**config.mk**
```make
export PLATFORM = sky130hd
export DESIGN_NAME = ofdm_rx_ctrl
export DESIGN_NICKNAME = d
export VERILOG_FILES = /design/src/rtl/ofdm_rx_ctrl.sv
export SDC_FILE = /design/constraint.sdc
export NUM_CORES = 1
export LEC_CHECK = 0
export ABC_CLOCK_PERIOD_IN_PS = 5100
export CAP_MARGIN = 20
export CORE_ASPECT_RATIO = 0.75
export CORE_UTILIZATION = 58
export CTS_CLUSTER_DIAMETER = 100
export DETAILED_ROUTE_END_ITERATION = 7
export PLACE_DENSITY = 0.83
export SLEW_MARGIN = 20
export SYNTH_ARGS = -nofsm -noshare
export SYNTH_HDL_FRONTEND = slang
export SYNTH_SLANG_ARGS = --single-unit
```
**constraint.sdc**
```tcl
create_clock -name sys_clk -period 5.1 [get_ports sys_clk]
set_input_delay 1.02 -clock sys_clk [delete_from_list [all_inputs] [get_ports sys_clk]]
set_output_delay 1.02 -clock sys_clk [all_outputs]
set_load 0.005 [all_outputs]
```
**src/rtl/ofdm_rx_ctrl.sv**
```systemverilog
// ofdm_rx_ctrl: run-time sequencer for the OFDM RX datapath (init, sync search, symbol/frame counting, sync-loss recovery)
module ofdm_rx_ctrl #(
  parameter int LEVEL_WIDTH_G       = 16,
  parameter int INIT_CYCLES_G       = 16,
  parameter int BEATS_PER_SYMBOL_G  = 128,
  parameter int SYMBOLS_PER_FRAME_G = 10,
  parameter int SEARCH_TIMEOUT_G    = 8000,
  parameter int GAP_TIMEOUT_G       = 640
) (
  input  logic                     sys_clk,
  input  logic                     sys_rst,
  input  logic                     start,
  input  logic                     stop,
  input  logic                     continuous,
  input  logic [LEVEL_WIDTH_G-1:0] level_cfg,
  input  logic                     rx_data_valid,
  input  logic                     rx_rcv_data_valid,
  input  logic                     rx_rcv_data_start,
  output logic                     sys_init,
  output logic [LEVEL_WIDTH_G-1:0] min_level,
  output logic                     busy,
  output logic                     frame_done,
  output logic                     sync_lost,
  output logic [7:0]               symbol_cnt,
  output logic [7:0]               err_cnt
);
  localparam int IW = $clog2(INIT_CYCLES_G + 1);
  localparam int BW = $clog2(BEATS_PER_SYMBOL_G + 1);
  localparam int TW = $clog2(((SEARCH_TIMEOUT_G > GAP_TIMEOUT_G) ? SEARCH_TIMEOUT_G : GAP_TIMEOUT_G) + 1);
  localparam logic [IW-1:0] INIT_LAST   = IW'(INIT_CYCLES_G - 1);
  localparam logic [BW-1:0] BEAT_LAST   = BW'(BEATS_PER_SYMBOL_G - 1);
  localparam logic [7:0]    SYM_LAST    = 8'(SYMBOLS_PER_FRAME_G - 1);
  localparam logic [TW-1:0] SEARCH_LAST = TW'(SEARCH_TIMEOUT_G - 1);
  localparam logic [TW-1:0] GAP_LAST    = TW'(GAP_TIMEOUT_G - 1);

  typedef enum logic [1:0] {IDLE, INIT, SEARCH, RECEIVE} state_t;

  state_t                   state_q, state_d;
  logic [IW-1:0]            init_cnt_q, init_cnt_d;
  logic [TW-1:0]            timer_q, timer_d;
  logic [BW-1:0]            beat_q, beat_d;
  logic [7:0]               symbol_cnt_q, symbol_cnt_d;
  logic [7:0]               err_cnt_q, err_cnt_d;
  logic [LEVEL_WIDTH_G-1:0] min_level_q, min_level_d;
  logic                     frame_done_q, frame_done_d;
  logic                     sync_lost_q, sync_lost_d;
  logic                     sys_init_q, busy_q;

  always_comb begin
    state_d      = state_q;
    init_cnt_d   = init_cnt_q;
    timer_d      = timer_q;
    beat_d       = beat_q;
    symbol_cnt_d = symbol_cnt_q;
    err_cnt_d    = err_cnt_q;
    min_level_d  = min_level_q;
    frame_done_d = 1'b0;
    sync_lost_d  = 1'b0;
    if (stop) begin
      state_d    = IDLE;
      init_cnt_d = '0;
      timer_d    = '0;
      beat_d     = '0;
    end else begin
      case (state_q)
        IDLE: if (start) begin
          state_d      = INIT;
          min_level_d  = level_cfg;
          err_cnt_d    = '0;
          init_cnt_d   = '0;
          symbol_cnt_d = '0;
        end
        INIT: if (init_cnt_q == INIT_LAST) begin
          state_d    = SEARCH;
          init_cnt_d = '0;
          timer_d    = '0;
          beat_d     = '0;
        end else init_cnt_d = init_cnt_q + 1'b1;
        SEARCH: if (rx_rcv_data_valid && rx_rcv_data_start) begin
          state_d = RECEIVE;
          beat_d  = BW'(1);
          timer_d = '0;
        end else if (rx_data_valid) begin
          if (timer_q == SEARCH_LAST) begin
            state_d      = INIT;
            sync_lost_d  = 1'b1;
            timer_d      = '0;
            symbol_cnt_d = '0;
          end else timer_d = timer_q + 1'b1;
        end
        RECEIVE: if (rx_rcv_data_valid) begin
          // A valid beat always clears the gap timer, even on the cycle it would expire
          timer_d = '0;
          if (rx_rcv_data_start && beat_q != '0) begin
            beat_d    = BW'(1);
            err_cnt_d = err_cnt_q + {7'd0, err_cnt_q != 8'hff};
          end else if (beat_q == BEAT_LAST) begin
            beat_d = '0;
            if (symbol_cnt_q == SYM_LAST) begin
              frame_done_d = 1'b1;
              symbol_cnt_d = '0;
              state_d      = continuous ? SEARCH : IDLE;
            end else symbol_cnt_d = symbol_cnt_q + 1'b1;
          end else beat_d = beat_q + 1'b1;
        end else if (rx_data_valid) begin
          if (timer_q == GAP_LAST) begin
            state_d      = INIT;
            sync_lost_d  = 1'b1;
            timer_d      = '0;
            beat_d       = '0;
            symbol_cnt_d = '0;
          end else timer_d = timer_q + 1'b1;
        end
        default: state_d = IDLE;
      endcase
    end
  end

  always_ff @(posedge sys_clk or posedge sys_rst) begin
    if (sys_rst) begin
      state_q      <= IDLE;
      init_cnt_q   <= '0;
      timer_q      <= '0;
      beat_q       <= '0;
      symbol_cnt_q <= '0;
      err_cnt_q    <= '0;
      min_level_q  <= '0;
      frame_done_q <= 1'b0;
      sync_lost_q  <= 1'b0;
      sys_init_q   <= 1'b1;
      busy_q       <= 1'b0;
    end else begin
      state_q      <= state_d;
      init_cnt_q   <= init_cnt_d;
      timer_q      <= timer_d;
      beat_q       <= beat_d;
      symbol_cnt_q <= symbol_cnt_d;
      err_cnt_q    <= err_cnt_d;
      min_level_q  <= min_level_d;
      frame_done_q <= frame_done_d;
      sync_lost_q  <= sync_lost_d;
      sys_init_q   <= (state_d == IDLE) || (state_d == INIT);
      busy_q       <= state_d != IDLE;
    end
  end

  assign sys_init   = sys_init_q;
  assign min_level  = min_level_q;
  assign busy       = busy_q;
  assign frame_done = frame_done_q;
  assign sync_lost  = sync_lost_q;
  assign symbol_cnt = symbol_cnt_q;
  assign err_cnt    = err_cnt_q;
endmodule

```
# Word level (Yosys, flattened, before mapping)
# Cells that the tools add are included.
[op_classes]
n_eq_ne = 26
n_mux = 62
addsub = 5
reduce_logical = 17
bitwise = 1
[ops]
columns = ["operator", "n"]
rows = [
  ["two-way mux 8 bit", 18],
  ["two-way mux 13 bit", 8],
  ["case mux 8 bit (3 select lines)", 2],
  ["case mux 13 bit (3 select lines)", 1],
  ["two-way mux 2 bit", 13],
  ["!= test 3 bit, second input constant", 7],
  ["adder 8 x 1 -> 8 bit, second input constant", 2],
  ["case mux 8 bit (2 select lines)", 1],
  ["two-way mux 5 bit", 3],
  ["adder 13 x 1 -> 13 bit, second input constant", 1],
  ["== test 13 x 10 -> 1 bit, second input constant", 1],
  ["== test 13 bit, second input constant", 1],
  ["two-way mux 1 bit", 13],
  ["!= test 2 bit, second input constant", 6],
  ["!= test 4 bit, second input constant", 3],
  ["case mux 5 bit (2 select lines)", 1],
  ["AND reduction 10 bit", 1],
  ["AND reduction 5 bit", 2],
  ["adder 8 x 1 -> 8 bit", 1],
  ["== test 8 x 4 -> 1 bit, second input constant", 1],
  ["== test 8 x 7 -> 1 bit, second input constant", 1],
  ["!= test 8 bit, second input constant", 1],
  ["case mux 2 bit (4 select lines)", 1],
  ["nonzero test 8 bit", 1],
  ["other kinds (15)", 21],
]
[totals]
input_bits = 24
ff_bits = 64
wordCells = 122

# Logic depth before layout (Yosys ltp)
# Gate-level depths: netlist of the first run.
[logic_depth]
depth_word = 9
mapped_depth = 10
ltp_nobuf = 10

# Least setup slack after synthesis of the first run
# OpenSTA, ideal clock, no wires.
[synth_path]
kind = "input to register"
start = "input port rx_rcv_data_valid"
end = "register err_cnt_q[7], in the netlist err_cnt[7]"
setup_ps = 123
slack_ps = 2459
required_ps = 4977
t_arrival_ps = 2518
stages = 8
path_cell_list = "clkbuf_1 -> nor2b_1 -> or4_1 -> clkbuf_1 -> a21o_2 -> nor3_1 -> xnor2_1 -> nor2_1"
[synth_between]
elab_chain_cells = 2
[synth_lines]
columns = ["item", "line_no", "text"]
rows = [
  ["from (decl)", "17", "input logic rx_rcv_data_valid,"],
  ["!= test 2 bit (no source line)", "--", ""],
  ["AND reduction 5 bit (no source line)", "--", ""],
  ["to (signal assigned)", "138", "err_cnt_q <= err_cnt_d;"],
  ["to (decl)", "43", "logic [7:0] err_cnt_q, err_cnt_d;"],
]
# Every way passes these cells.
# A chain may end at the register's enable or synchronous reset.

# Worst setup path in the final report of the first run
[layout_path]
start = "input port stop"
end = "register err_cnt_q[4], in the netlist err_cnt[4]"
[layout_between]
elab_chain_cells = 2
[layout_lines]
columns = ["item", "line_no", "text"]
rows = [
  ["from (decl)", "13", "input logic stop,"],
  ["NOT 1 bit (no source line)", "--", ""],
  ["AND reduction 5 bit (no source line)", "--", ""],
]
# Every way passes these cells.

==> results of run 1 <==
==> worst register-to-register path, cell delays in order, from the launching register on <==
cell	delay, ns
dfrtp_1	0.49
ha_1	0.58
nor2b_1	0.38
nand2b_1	0.17
o32a_1	0.24
nor2_1	0.46
mux2_2	0.26
==> worst max-delay path by stage <==
stage	start	end	slack [ns]	depth (start not counted)
2_1_floorplan	rx_rcv_data_valid	err_cnt[7]	2.46	8
3_3_place_gp	stop	err_cnt[7]	1.67	6
3_5_place_dp	stop	err_cnt[7]	1.65	6
4_1_cts	stop	err_cnt[4]	2.00	4
5_1_grt	stop	timer_q[0]	1.81	6
6_report	stop	err_cnt[4]	1.97	4
==> flip-flops by register name, summed over array words and instances, names as in the netlist <==
name / flops
state_q: 2
symbol_cnt: 8
busy: 1
sync_lost: 1
timer_q: 13
min_level: 16
init_cnt_q: 5
frame_done: 1
beat_q: 8
err_cnt: 8
sys_init: 1
==> power breakdown <==
group	internal [mW]	leakage, nW	total [mW]	switching [mW]
clock network	0.226	0.0973	0.417	0.191
logic	0.136	0.972	0.237	0.101
registers	0.547	0.852	0.571	0.0235
==> through the flow <==
step | utilization (%) | power (mW) | std cells | worst slack [ns] | hold slack, ns
3_5_place_dp | 72.5 | 0.818 | 498 | 1.65 | 0.492
3_3_place_gp | 72.5 | 0.810 | 498 | 1.67 | 0.485
4_1_cts | 75.7 | 1.24 | 514 | 2.00 | 0.509
5_1_grt | 75.7 | 1.29 | 514 | 1.81 | 0.522
2_1_floorplan | - | 0.698 | 372 | 2.46 | 0.484
6_report | 75.7 | 1.22 | 514 | 1.97 | 0.504
==> cells by family after synthesis <==
group,count (synthesis)
AOI/OAI and AO/OA,95
adders and majority gates,12
DFF,64
buffers and inverters,24
muxes,21
and+or+nand+nor,153
xor gates and xnor gates,3
==> placed cells by master, fill, tap and decap left out, drive strengths merged, types with 6 or more instances in the layout <==
master         netlist  final
o21a                 6      6
clkdlybuf4s50        0     59
nand3               20     20
and3                12     12
inv                 11     11
dfrtp               63     63
nand4                8      8
a21oi               18     18
nand2               26     26
nor3                 8      8
a22o                10     10
mux2                18     18
o21ai               17     17
a31oi                6      6
nand2b               8      8
a21o                 8      8
ha                  12     12
nor2b                8      8
clkbuf              12     11
nor2                34     34
==> layout make-up <==
class | instances | area share [%]
multi-input cells | 284 | 43.7
flip-flops and latches | 64 | 35.6
repair buffers | 61 | 13.5
clock buffers | 11 | 2.92
well taps | 78 | 2.17
clock inverters | 5 | 1.28
inverters | 11 | 0.917
==> metal layers <==
metal / vias up / track usage, %
met5: - / 0
met2: 140 / 43.2
met1: 1507 / 37.2
met3: 16 / 6.34
met4: 0 / 7.86
li1: 1510 / -
==> metrics.txt, run 1 <==
status complete, no violations; Hold Crit Start min_level[11]; post-synth top area share 43.0%; crit path time final 3.13 ns; final hold vios 0; RSZ-0062 raised after global routing no; placed cell areas 0.00431 sq mm; syn nets 408; hold buffers post-CTS 0; HPWL after detailed placement 5960 um; Initial DRC Count 202; sum of buffers and inverters on the critical path 1; area leader, netlist dfrtp_1; Worst VDD drop 0.198 mV; global-route wire length before repair 14100 um; Arr. time, crit path 3.37 ns; EDFF count, synth 0; CTS tree yes; top sig layer met4; total CTS buffers 9; ranking of synthesized cells by area dfrtp_1, mux2_2, ha_1; internal reg-to-reg setup slack 2.47 ns; DR WL met2 3750 um; Worst Max-Slew Pin Slew 1.06 ns; worst-path cell chain clkdlybuf4s50_1 > or4_1 > or3_1 > o31ai_1; crit path max fanout 25; Critical Path Slowest Stage Cell clkdlybuf4s50_1; main combinational cell family by area after synthesis simple AND/OR/NAND/NOR gates; Antenna Cells 0; layout cells sized above 1 12.6%; final WL 8250 um; XOR/XNOR Fraction of Synth Area 0.716%; row count 24; port bufs 59; Setup TNS 0 ns; mux cell area share after synthesis 6.34%; Initial Util 61.7%; Synth Area in Simple Gates 23.8%; initial antenna violation count 0; # IOs 60; clock buffer depth 2; largest net degree at the start of global routing 35; first-pass iteration count of the detailed router 5; Req. time, crit path 5.34 ns; RD Place Congestion 0.902; clk_skew 0.00932 ns; CTS resizes 0; most common cell in the netlist dfrtp_1; CP Capture Type flip-flop; Synth async-reset ratio 100%; htree depth 3; Post-DRT Antenna Nets 0; WS Path Type in -> reg; Via Count 3173; hold depth 1; adder-cell share of the synthesized area 4.09%; via/cell ratio 6.17; family with the most delay on the worst path simple AND/OR/NAND/NOR gates; Area Growth Syn to Fin 22.7%; Hold WC Path Type reg -> reg; Die Height 70.9 um; Max-cap violations 0; Max Fclk 319 MHz; metal3 WL 544 um; post-synthesis sequential area ratio 43.7%; Avg WL per Cell 16.0 um; core box area 0.00595 sq mm; Reg-to-Reg Start state_q[0]; area of the die 0.00665 sq mm; Num Clock Sinks 64; Post-synth top cells dfrtp_1, nor2_1, nand2_1; final period utilization 61.4%; Clk Tree Root Cell clkbuf_8; Leak 1.92 nW; post-synthesis compound-gate area fraction 18.6%; post-CTS setup buffer count 0; ys flop type dfrtp_1; Power Density 272 mW/mm^2; Overall Global Routing Usage 27.1%; CTS clk-pin slew, worst paths 0.07 ns; RR Endpoint timer_q[0]; Mapped Area 0.00367 sq mm; Final Slew Violations 0; post-synthesis cell type count 64; clock insertion delay at the later pin of the skew report 0.33 ns; Synth Warn # 0; Fill cells 432; Reg area 0.00160 sq mm; Rel. slew slack 29.4%; Design Area, Final 0.00450 sq mm; WHS Endpoint min_level[11]; Die Width 93.9 um; Register-to-Register Path Depth 6; met1 wire length 3870 um; GRT overflow 0; flops & latches, synth 64; Final nets 467; DRC Markers 0; slowest cell delay on critical path 0.86 ns; Mean Syn Cell Area 9.86 sq um; Worst setup SP type input pin; Synth Instances 372; Multi-input gate area 0.00197 sq mm; Final setup viols 0; vias in the first global route 3042
(Power assumes the default switching activity.)
==> run 2: changes to the inputs <==
Settings changed: ABC_CLOCK_PERIOD_IN_PS 5100 to 3260, CORE_UTILIZATION 58 to 54, PLACE_DENSITY 0.83 to 0.78.
Clock period 5.1 ns to 3.26 ns, I/O delays scaled along.
==> metrics.txt, run 2 (synthesis results as in run 1) <==
commonest non-fill, non-tap cell in the layout dfrtp_1 (unchanged); Initial Util 57.0% (was 61.7%); share of power burned in registers 43.6% (was 46.6%); dpl cells 503 (was 498); Clk Tree Root Cell clkbuf_8 (unchanged); RD Place Congestion 0.815 (was 0.902); Net Sw Frac 26.1% (was 25.8%); Max Fclk 379 MHz; final hold vios 0 (unchanged); GRT overflow 0 (unchanged); # IOs 60 (unchanged); status complete, no violations (unchanged); initial antenna violation count 0 (unchanged); Max-cap violations 0 (unchanged); core box area 0.00644 sq mm (was 0.00595 sq mm); family with the most delay on the worst path simple AND/OR/NAND/NOR gates (unchanged); worst-path cell chain ha_1 > nor2b_1 > nand2b_1 > o32a_1 > nor2_1 > mux2_2 (was clkdlybuf4s50_1 > or4_1 > or3_1 > o31ai_1); Clk pwr share 37.8% (was 34.1%); area of the die 0.00713 sq mm (was 0.00665 sq mm); CP Capture Type flip-flop (unchanged); Worst VDD drop 0.315 mV (was 0.198 mV); CTS resizes 0 (unchanged); via/cell ratio 6.03 (was 6.17); crit path time final 2.64 ns; Avg WL per Cell 16.2 um (was 16.0 um); Leak 1.95 nW (was 1.92 nW); Overall Global Routing Usage 25.4% (was 27.1%); HPWL after detailed placement 5870 um (was 5960 um); Num Clock Sinks 64 (unchanged); Final nets 469 (was 467); Worst setup SP type flip-flop (was input pin); final core utilization 70.9% (was 75.7%); Worst Max-Slew Pin Slew 1.08 ns (was 1.06 ns); final cell count without fillers 519 (was 514); final WL 8410 um (was 8250 um); sum of buffers and inverters on the critical path 0 (was 1); Final Slew Violations 0 (unchanged); RSZ-0062 raised after global routing no (unchanged); total CTS buffers 9 (unchanged); Rel. slew slack 27.9% (was 29.4%); Die Height 73.4 um (was 70.9 um); port bufs 59 (unchanged); Switch Pwr 0.534 mW (was 0.315 mW); Initial DRC Count 189 (was 202); Via Count 3130 (was 3173); Comb power frac 18.6% (was 19.3%); vias in the first global route 2974 (was 3042); clk_skew 0.0127 ns (was 0.00932 ns); most frequent cells in the layout dfrtp_1, clkdlybuf4s50_1, nor2_1, nand2_1, nand3_1 (unchanged); CTS tree yes (unchanged); row count 25 (was 24); Critical Path Slowest Stage Cell ha_1 (was clkdlybuf4s50_1); max reg flops 16 (unchanged); WS Path Type reg -> reg (was in -> reg); final period utilization 81.0%; CTS clk-pin slew, worst paths 0.08 ns (was 0.07 ns); global-route wire length before repair 14400 um (was 14100 um); Post-DRT Antenna Nets 0 (unchanged); placed cell areas 0.00434 sq mm (was 0.00431 sq mm); Req. time, crit path 3.54 ns (was 5.34 ns); first-pass iteration count of the detailed router 4 (was 5); clock insertion delay at the later pin of the skew report 0.35 ns (was 0.33 ns); Setup TNS 0 ns (unchanged); Final setup viols 0 (unchanged); hold buffers post-CTS 0 (unchanged); largest net degree at the start of global routing 41 (was 35); Area Growth Syn to Fin 24.5% (was 22.7%); DRC Markers 0 (unchanged); Die Width 97.2 um (was 93.9 um); clock buffer depth 2 (unchanged); Power Density 447 mW/mm^2 (was 272 mW/mm^2); layout cells sized above 1 13.5% (was 12.6%); Design Area, Final 0.00457 sq mm (was 0.00450 sq mm); post-CTS setup buffer count 0 (unchanged); Internal 1.51 mW (was 0.909 mW); Hold WC Path Type reg -> reg (unchanged); Antenna Cells 0 (unchanged); slowest cell delay on critical path 0.57 ns (was 0.86 ns); crit path max fanout 17 (was 25); htree depth 3 (unchanged); Arr. time, crit path 2.92 ns (was 3.37 ns)
-- run 2: cell count changes in the layout (fill, tap and decap cells not counted), sizes merged --
cell      previous run  this run
bufinv               1         2
inv                 11        13
clkinv               4         2
clkinvlp             0         1
clkbuf              11         9
buf                  2         4
-- run 2: cell type report --
| class | instances | area (sq um) |
|---|---|---|
| inverters | 11 | 41.3 |
| clock buffers | 9 | 124 |
| fillers | 517 | 1870 |
| flip-flops and latches | 64 | 1600 |
| clock inverters | 7 | 103 |
| repair buffers | 63 | 633 |
| well taps | 81 | 101 |
| multi-input cells | 284 | 1970 |
-- run 2: per-layer routing --
metal  routed length [um]  part of all wire [%]  GRT usage, %
met5                    0                     0             0
met2                 3760                    45          39.4
met4                   85                   1.0          7.63
met3                  413                   4.9          6.28
met1                 4150                    49          35.4
-- run 2: power groups by stage --
stage          logic (mW)  registers, mW  clock network (mW)
6_report            0.379          0.891               0.774
3_5_place_dp        0.380          0.907                   0
5_1_grt             0.414          0.901               0.819
2_1_floorplan       0.183          0.910                   0
4_1_cts             0.382          0.892               0.790
3_3_place_gp        0.372          0.904                   0
-- run 2: path summary, 6_finish.rpt --
kind | from | to | slack (ns) | cells past startpoint
worst max-delay path | state_q[0] | timer_q[0] | 0.62 | 6
worst min-delay path | min_level[4] | min_level[4] | 0.51 | 1
worst max register to register | state_q[0] | timer_q[0] | 0.62 | 6
worst min register to register | min_level[4] | min_level[4] | 0.51 | 1
max in group asynchronous | sys_rst | sys_init | 1.93 | 3
min in group asynchronous | sys_rst | init_cnt_q[3] | 0.66 | 2
-- run 2: metrics by stage --
stage | hold slack (ns) | setup WS [ns] | total power [mW]
2_1_floorplan | 0.484 | 0.920 | 1.09
5_1_grt | 0.522 | 0.449 | 2.13
3_5_place_dp | 0.492 | 0.458 | 1.29
6_report | 0.507 | 0.621 | 2.04
3_3_place_gp | 0.487 | 0.500 | 1.28
4_1_cts | 0.510 | 0.612 | 2.06
